`config.mk`:
```
export PLATFORM = sky130hd
export DESIGN_NAME = mem_stage_flat
export DESIGN_NICKNAME = d
export VERILOG_FILES = /design/src/rtl/mem_stage_if.sv /design/src/rtl/mem_stage.sv /design/src/flat_wrapper.sv
export SDC_FILE = /design/constraint.sdc
export NUM_CORES = 1
export LEC_CHECK = 0
export CAP_MARGIN = 25
export CORE_MARGIN = 2
export CORE_UTILIZATION = 40
export DETAILED_ROUTE_END_ITERATION = 8
export PLACE_DENSITY = 0.72
export RECOVER_POWER = 50
export SLEW_MARGIN = 20
export SYNTH_ARGS = -nofsm -noshare
export SYNTH_HDL_FRONTEND = slang
export SYNTH_SLANG_ARGS = --single-unit
```
`constraint.sdc`:
```
create_clock -name clk -period 2.3 [get_ports clk]
set_input_delay 0.23 -clock clk [delete_from_list [all_inputs] [get_ports clk]]
set_output_delay 0.23 -clock clk [all_outputs]
set_load 0.05 [all_outputs]
```
`src/rtl/mem_stage_if.sv`:
```
// Data-memory port of the memory-access stage.
// Request fields are driven by the stage; read data and ack by memory.
interface mem_stage_if;
    logic        dmem_req;
    logic        dmem_we;
    logic [31:0] dmem_addr;
    logic [31:0] dmem_wdata;
    logic [3:0]  dmem_be;
    logic [31:0] dmem_rdata;
    logic        dmem_ack;

    modport master (
        output dmem_req,
        output dmem_we,
        output dmem_addr,
        output dmem_wdata,
        output dmem_be,
        input  dmem_rdata,
        input  dmem_ack
    );

    modport slave (
        input  dmem_req,
        input  dmem_we,
        input  dmem_addr,
        input  dmem_wdata,
        input  dmem_be,
        output dmem_rdata,
        output dmem_ack
    );
endinterface

```
`src/rtl/mem_stage.sv`:
```
// Memory-access pipeline stage: latches the execute result, runs one
// data-memory access with bounded wait states, formats loads, retires.
module mem_stage #(
    parameter int MAX_WAIT = 15
) (
    input  logic        clk,
    input  logic        reset,
    input  logic        ex_valid,
    input  logic [31:0] ex_aluResult,
    input  logic [31:0] ex_storeData,
    input  logic [4:0]  ex_destReg,
    input  logic        ex_RegWrite,
    input  logic        ex_MemToReg,
    input  logic        ex_MemWrite,
    input  logic        ex_loadSign,
    input  logic [1:0]  ex_DSize,
    output logic        mem_stall,
    mem_stage_if.master dmem,
    output logic        wb_valid,
    output logic        wb_RegWrite,
    output logic [4:0]  wb_destReg,
    output logic [31:0] wb_data,
    output logic        wb_fault,
    output logic        wb_timeout
);

    localparam int CW = $clog2(MAX_WAIT + 1);
    localparam logic [CW-1:0] LAST = CW'(MAX_WAIT - 1);

    typedef struct packed {
        logic        valid;
        logic [31:0] alu;
        logic [31:0] sdata;
        logic [4:0]  dest;
        logic        rw;
        logic        m2r;
        logic        mw;
        logic        ls;
        logic [1:0]  sz;
    } m_t;

    typedef enum logic {S_IDLE, S_WAIT} state_t;

    m_t          r_m;
    state_t      r_state;
    state_t      w_next;
    logic [CW-1:0] r_cnt;
    logic [CW-1:0] w_cnt_next;

    logic [1:0]  w_off;
    logic        w_memop;
    logic        w_mis;
    logic        w_req;
    logic        w_timeout;
    logic        w_stall;
    logic        w_fault;
    logic [31:0] w_wdata;
    logic [3:0]  w_be;
    logic [7:0]  w_byte;
    logic [15:0] w_half;
    logic [31:0] w_load;

    assign w_off   = r_m.alu[1:0];
    assign w_memop = r_m.m2r | r_m.mw;

    // Alignment: halfword needs even address, word (10/11) needs 4-byte.
    always_comb begin
        w_mis = 1'b0;
        unique case (r_m.sz)
            2'b00:   w_mis = 1'b0;
            2'b01:   w_mis = w_off[0];
            default: w_mis = |w_off;
        endcase
    end

    // FSM state register and wait counter.
    always_ff @(posedge clk or negedge reset) begin
        if (!reset) begin
            r_state <= S_IDLE;
            r_cnt   <= '0;
        end else begin
            r_state <= w_next;
            r_cnt   <= w_cnt_next;
        end
    end

    // Next state: stay in WAIT while stalled, counting elapsed cycles.
    always_comb begin
        w_next     = r_state;
        w_cnt_next = r_cnt;
        unique case (r_state)
            S_IDLE: begin
                if (w_stall) begin
                    w_next     = S_WAIT;
                    w_cnt_next = CW'(1);
                end
            end
            S_WAIT: begin
                if (w_stall) begin
                    w_cnt_next = r_cnt + CW'(1);
                end else begin
                    w_next     = S_IDLE;
                    w_cnt_next = '0;
                end
            end
            default: begin
                w_next     = S_IDLE;
                w_cnt_next = '0;
            end
        endcase
    end

    // FSM outputs; an ack in the last permitted cycle beats the timeout.
    always_comb begin
        w_req = 1'b0;
        unique case (r_state)
            S_IDLE:  w_req = r_m.valid & w_memop & ~w_mis;
            S_WAIT:  w_req = 1'b1;
            default: w_req = 1'b0;
        endcase
        w_timeout = w_req & ~dmem.dmem_ack & (r_cnt == LAST);
        w_stall   = w_req & ~dmem.dmem_ack & ~w_timeout;
    end

    // Store lane replication and byte enables (lane 3 = offset 0).
    always_comb begin
        w_wdata = r_m.sdata;
        w_be    = 4'b1111;
        unique case (r_m.sz)
            2'b00: begin
                w_wdata = {4{r_m.sdata[7:0]}};
                w_be    = 4'b1000 >> w_off;
            end
            2'b01: begin
                w_wdata = {2{r_m.sdata[15:0]}};
                w_be    = w_off[1] ? 4'b0011 : 4'b1100;
            end
            default: begin
                w_wdata = r_m.sdata;
                w_be    = 4'b1111;
            end
        endcase
    end

    // Load lane select, right-justify and extend.
    always_comb begin
        w_byte = dmem.dmem_rdata[31:24];
        unique case (w_off)
            2'd0: w_byte = dmem.dmem_rdata[31:24];
            2'd1: w_byte = dmem.dmem_rdata[23:16];
            2'd2: w_byte = dmem.dmem_rdata[15:8];
            2'd3: w_byte = dmem.dmem_rdata[7:0];
        endcase
        w_half = w_off[1] ? dmem.dmem_rdata[15:0] : dmem.dmem_rdata[31:16];
        unique case (r_m.sz)
            2'b00:   w_load = {{24{r_m.ls & w_byte[7]}}, w_byte};
            2'b01:   w_load = {{16{r_m.ls & w_half[15]}}, w_half};
            default: w_load = dmem.dmem_rdata;
        endcase
    end

    assign w_fault = (w_memop & w_mis) | w_timeout;

    assign mem_stall       = w_stall;
    assign dmem.dmem_req   = w_req;
    assign dmem.dmem_we    = w_req & r_m.mw;
    assign dmem.dmem_addr  = w_req ? {r_m.alu[31:2], 2'b00} : 32'd0;
    assign dmem.dmem_wdata = w_req ? w_wdata : 32'd0;
    assign dmem.dmem_be    = w_req ? w_be : 4'b0000;

    // Stage register: holds the instruction while its access is pending.
    always_ff @(posedge clk or negedge reset) begin
        if (!reset) begin
            r_m <= '0;
        end else if (!w_stall) begin
            r_m <= '{valid: ex_valid, alu: ex_aluResult,
                     sdata: ex_storeData, dest: ex_destReg,
                     rw: ex_RegWrite, m2r: ex_MemToReg,
                     mw: ex_MemWrite, ls: ex_loadSign, sz: ex_DSize};
        end
    end

    // Writeback register: retire once the stage is no longer stalled.
    always_ff @(posedge clk or negedge reset) begin
        if (!reset) begin
            wb_valid    <= 1'b0;
            wb_RegWrite <= 1'b0;
            wb_destReg  <= '0;
            wb_data     <= '0;
            wb_fault    <= 1'b0;
            wb_timeout  <= 1'b0;
        end else if (r_m.valid && !w_stall) begin
            wb_valid    <= 1'b1;
            wb_RegWrite <= r_m.rw & ~w_fault;
            wb_destReg  <= r_m.dest;
            wb_data     <= r_m.m2r ? w_load : r_m.alu;
            wb_fault    <= w_fault;
            wb_timeout  <= w_timeout;
        end else begin
            wb_valid    <= 1'b0;
            wb_RegWrite <= 1'b0;
        end
    end

endmodule

```
`src/flat_wrapper.sv`:
```
// flat-port wrapper written by rule: the top's interface ports become plain ports
module mem_stage_flat 
#(
    parameter int MAX_WAIT = 15
)
  (clk, reset, ex_valid, ex_aluResult, ex_storeData, ex_destReg, ex_RegWrite, ex_MemToReg, ex_MemWrite, ex_loadSign, ex_DSize, mem_stall, wb_valid, wb_RegWrite, wb_destReg, wb_data, wb_fault, wb_timeout, dmem_dmem_req, dmem_dmem_we, dmem_dmem_addr, dmem_dmem_wdata, dmem_dmem_be, dmem_dmem_rdata, dmem_dmem_ack);
  mem_stage_if dmem_i ();
  input  logic clk;
  input  logic reset;
  input  logic ex_valid;
  input  logic [31:0] ex_aluResult;
  input  logic [31:0] ex_storeData;
  input  logic [4:0] ex_destReg;
  input  logic ex_RegWrite;
  input  logic ex_MemToReg;
  input  logic ex_MemWrite;
  input  logic ex_loadSign;
  input  logic [1:0] ex_DSize;
  output logic mem_stall;
  output logic wb_valid;
  output logic wb_RegWrite;
  output logic [4:0] wb_destReg;
  output logic [31:0] wb_data;
  output logic wb_fault;
  output logic wb_timeout;
  output wire logic [$bits(dmem_i.dmem_req)-1:0] dmem_dmem_req;
  output wire logic [$bits(dmem_i.dmem_we)-1:0] dmem_dmem_we;
  output wire logic [$bits(dmem_i.dmem_addr)-1:0] dmem_dmem_addr;
  output wire logic [$bits(dmem_i.dmem_wdata)-1:0] dmem_dmem_wdata;
  output wire logic [$bits(dmem_i.dmem_be)-1:0] dmem_dmem_be;
  input wire logic [$bits(dmem_i.dmem_rdata)-1:0] dmem_dmem_rdata;
  input wire logic [$bits(dmem_i.dmem_ack)-1:0] dmem_dmem_ack;
  assign dmem_dmem_req = dmem_i.dmem_req;
  assign dmem_dmem_we = dmem_i.dmem_we;
  assign dmem_dmem_addr = dmem_i.dmem_addr;
  assign dmem_dmem_wdata = dmem_i.dmem_wdata;
  assign dmem_dmem_be = dmem_i.dmem_be;
  assign dmem_i.dmem_rdata = dmem_dmem_rdata;
  assign dmem_i.dmem_ack = dmem_dmem_ack;
  mem_stage #(.MAX_WAIT(MAX_WAIT)) u_core (.clk(clk), .reset(reset), .ex_valid(ex_valid), .ex_aluResult(ex_aluResult), .ex_storeData(ex_storeData), .ex_destReg(ex_destReg), .ex_RegWrite(ex_RegWrite), .ex_MemToReg(ex_MemToReg), .ex_MemWrite(ex_MemWrite), .ex_loadSign(ex_loadSign), .ex_DSize(ex_DSize), .mem_stall(mem_stall), .dmem(dmem_i), .wb_valid(wb_valid), .wb_RegWrite(wb_RegWrite), .wb_destReg(wb_destReg), .wb_data(wb_data), .wb_fault(wb_fault), .wb_timeout(wb_timeout));
endmodule
```
==> metrics.md <==
| Metric | Value |
|---|---|
| HPWL after DPL | `15500 microns` |
| Placement Setup Slack | `216 ps` |
| Placed Cells | `991` |
| Power density over the cells | `1140 nW/um^2` |
| Total Power | `11900 uW` |
| Slew Limit Fails | `0` |
| Drt wl/cell | `20.8 microns` |
| Final WS setup | `19.1 ps` |
| Critical path class | `reg2out` |
| Yosys warns | `0` |
| Outcome | `finished clean` |
| Worst setup EP type | `primary output` |
| EDFF count, synth | `0` |
| Cell variety after synth | `48` |
| Max Root-Sink Buffers | `2` |
| Worst path bufs/invs | `2` |
| Largest net degree at the start of global routing | `79` |
| Number of global-route vias before repair | `5762` |
| Worst slew pin tran | `976 ps` |
| Final Skew | `8.90 ps` |
| Nets@finish | `908` |
| Slowest cell on crit path | `dfrtp_2` |
| Critical Path, Cell by Cell | `o21ai_4, a31oi_4, clkbuf_16, nor2_1, buf_12` |
| Detailed Route WL | `21400 microns` |
| Max-cap violations | `0` |
| CTS clk-pin slew, worst paths | `60 ps` |
| Post-synth top area share | `46.5%` |
| Root Buffer | `clkbuf_16` |
| Mapped Cells | `579` |
| Syn avg cell area | `11.3 sq um` |
| Critical path required time | `2070 ps` |
| Max-Slew Margin vs Limit | `35.0%` |
| DR vias | `5570` |
| GR Util All Layers | `25.1%` |
| Hold Vio Cnt, Final | `0` |
| Htree depth | `4` |
| Leak | `0.00451 uW` |
| Peak supply drop | `0.000608 V` |
| Post-DP Area | `9720 sq um` |
| RSZ-0062 raised after global routing | `yes` |
| Initial antenna violation count | `0` |
| Clk sinks | `122` |
| Die Height | `132 microns` |
| Worst setup SP type | `flop` |
| Tcrit/Tclk final | `99.2%` |
| Overflow after GRT | `0` |
| GPL Wtd Cong | `0.844` |
| Area Overhead vs Synth | `58.3%` |
| Core ar. | `15900 sq um` |
| DRT iter0 DRCs | `389` |
| Post-synth design cell area | `6570 sq um` |
| Synthesis-stage register bit count | `122` |
| Worst EP arrival | `2050 ps` |
| Io pins | `223` |
| Setup violations, final | `0` |
| First-pass GRT wire length | `34000 microns` |
| Num CTS Buffers | `17` |
| Top post-synthesis cells by area | `dfrtp_1, mux2_4, mux2_1, nor2b_1, nor2_1` |
| Fill cell count | `1223` |
| Seq/Total Area, Yosys | `46.5%` |
| Antenna Cells | `0` |
| CTS tree | `built` |
| Final Cell Area | `10400 sq um` |
| Starting utilization of the core area | `41.2%` |
| Row count | `46` |
| # DRC | `0` |
| Clk_lat worst skew | `420 ps` |
| Via density | `5.44` |
| Hold Crit Class | `in2reg` |
| Pre-antenna DRT Iters | `5` |
| Most common library cells after synthesis | `dfrtp_1, mux2_4, nor2_1` |
| Main flop type after synthesis | `dfrtp_1` |
| Post-Layout Cell Count | `1024` |
| Fraction of layout cells with a size suffix above 1 | `26.0%` |
| DIE WIDTH | `132 microns` |
| Setup TNS | `0 ps` |
| Number of post-CTS setup repair buffers | `0` |
| Port bufs | `220` |
| Max Clock Freq | `0.438 GHz` |
| Largest area contributor in the netlist | `dfrtp_1` |
| Die ar. | `17500 sq um` |
| Ys async rst share | `100%` |
| Critical path peak fanout | `78` |
| Fin crit period | `2280 ps` |
| CP top delay family | `flip-flops` |
| Antenna-violating nets left | `0` |
| Slowest cell delay on critical path | `480 ps` |
| Most frequent cell after synthesis | `dfrtp_1` |
## final cells by class
type | count | area (sq um) | share of cell area (%)
multi-input combinational | 393 | 3250 | 31.3
timing repair buffer | 245 | 3130 | 30.1
sequential | 122 | 3060 | 29.4
clock buffer | 18 | 429 | 4.13
tap | 216 | 270 | 2.60
clock inverter | 14 | 196 | 1.89
inverter | 16 | 60.1 | 0.578
## per-layer routing
layer,GRT usage (%),up-vias,routed length [microns]
li1,-,2509,-
met1,31.9,2781,8420
met4,7.97,0,424
met3,8.38,28,2090
met5,0,-,0
met2,40.4,252,10400
## path summary, 6_finish.rpt
| check | from | end | slack (ps) | cells after the start |
|---|---|---|---|---|
| hold reg to reg | u_core.r_m[31] | u_core.r_m[31] | 490 | 1 |
| setup / recovery | u_core.r_m[43] | dmem_dmem_wdata[27] | 20 | 5 |
| min in group asynchronous | reset | u_core.r_m[2] | 530 | 2 |
| setup reg to reg | u_core.r_m[1] | u_core.wb_data[3] | 220 | 5 |
| hold / removal | ex_aluResult[1] | u_core.r_m[44] | 380 | 3 |
| max in group asynchronous | reset | u_core.r_m[43] | 520 | 3 |
## power breakdown
part           leakage (uW)  internal (uW)  switching (uW)
Combinational       0.00277           2480            3470
Sequential          0.00145           2670             417
Clock              0.000297           1820            1030
## worst register-to-register path: stages, from the launching register on
cell and delay [ps]:
dfrtp_2 450, buf_12 210, nor2_1 690, a32oi_1 290
a31oi_1 220, mux2_1 150
## logic make-up after synthesis
group | Yosys count | synth area share (%)
AOI/OAI and AO/OA | 140 | 14.5
xor gates and xnor gates | 2 | 0.267
adders and majority gates | 2 | 0.381
buffers and inverters | 65 | 5.09
DFF | 122 | 46.5
muxes | 125 | 24.5
other | 1 | 0.0571
and+or+nand+nor | 122 | 8.78
## metrics by stage
stage	hold slack, ps	utilization (%)
floorplan	-65.6	-
global placement	237	61.0
CTS	343	65.0
finish	382	65.2
detailed placement	235	61.0
global route	389	65.2
## layout by cell type (no fill, tap or decap), types with 4 or more instances in the layout
master           count
inv_1               13
mux2_2               8
o21ai_0             34
a32oi_1              7
mux2_4              55
a21oi_1             15
mux2_1              43
clkdlybuf4s50_1    150
o221ai_1            11
nor3_1               4
mux2i_1             17
nor2_1              44
bufinv_16            4
o211a_1              7
dfrtp_1            120
buf_4               16
nand3_1              5
nand2_1             24
a31oi_1              9
a22oi_1             20
a21oi_2              7
o21ai_1              8
nor2b_1             36
o2bb2ai_1            7
clkbuf_16           18
buf_12              72
## repair_timing
item                       in CTS  in global routing
hold buffers                    1                  0
hold endpoints to repair       35                  0
gates resized for setup         1                 13
pin swaps                       0                  1
setup endpoints to repair       1                 62
## registers in the layout, indices dropped and copies added (netlist names)
| register | flops |
|---|---|
| u_core.wb_data | 32 |
| u_core.wb_valid | 1 |
| u_core.wb_fault | 1 |
| u_core.r_m | 76 |
| u_core.wb_RegWrite | 1 |
| u_core.r_cnt | 4 |
| u_core.wb_destReg | 5 |
| u_core.wb_timeout | 1 |
| u_core.r_state | 1 |
(Power assumes the default switching activity.)
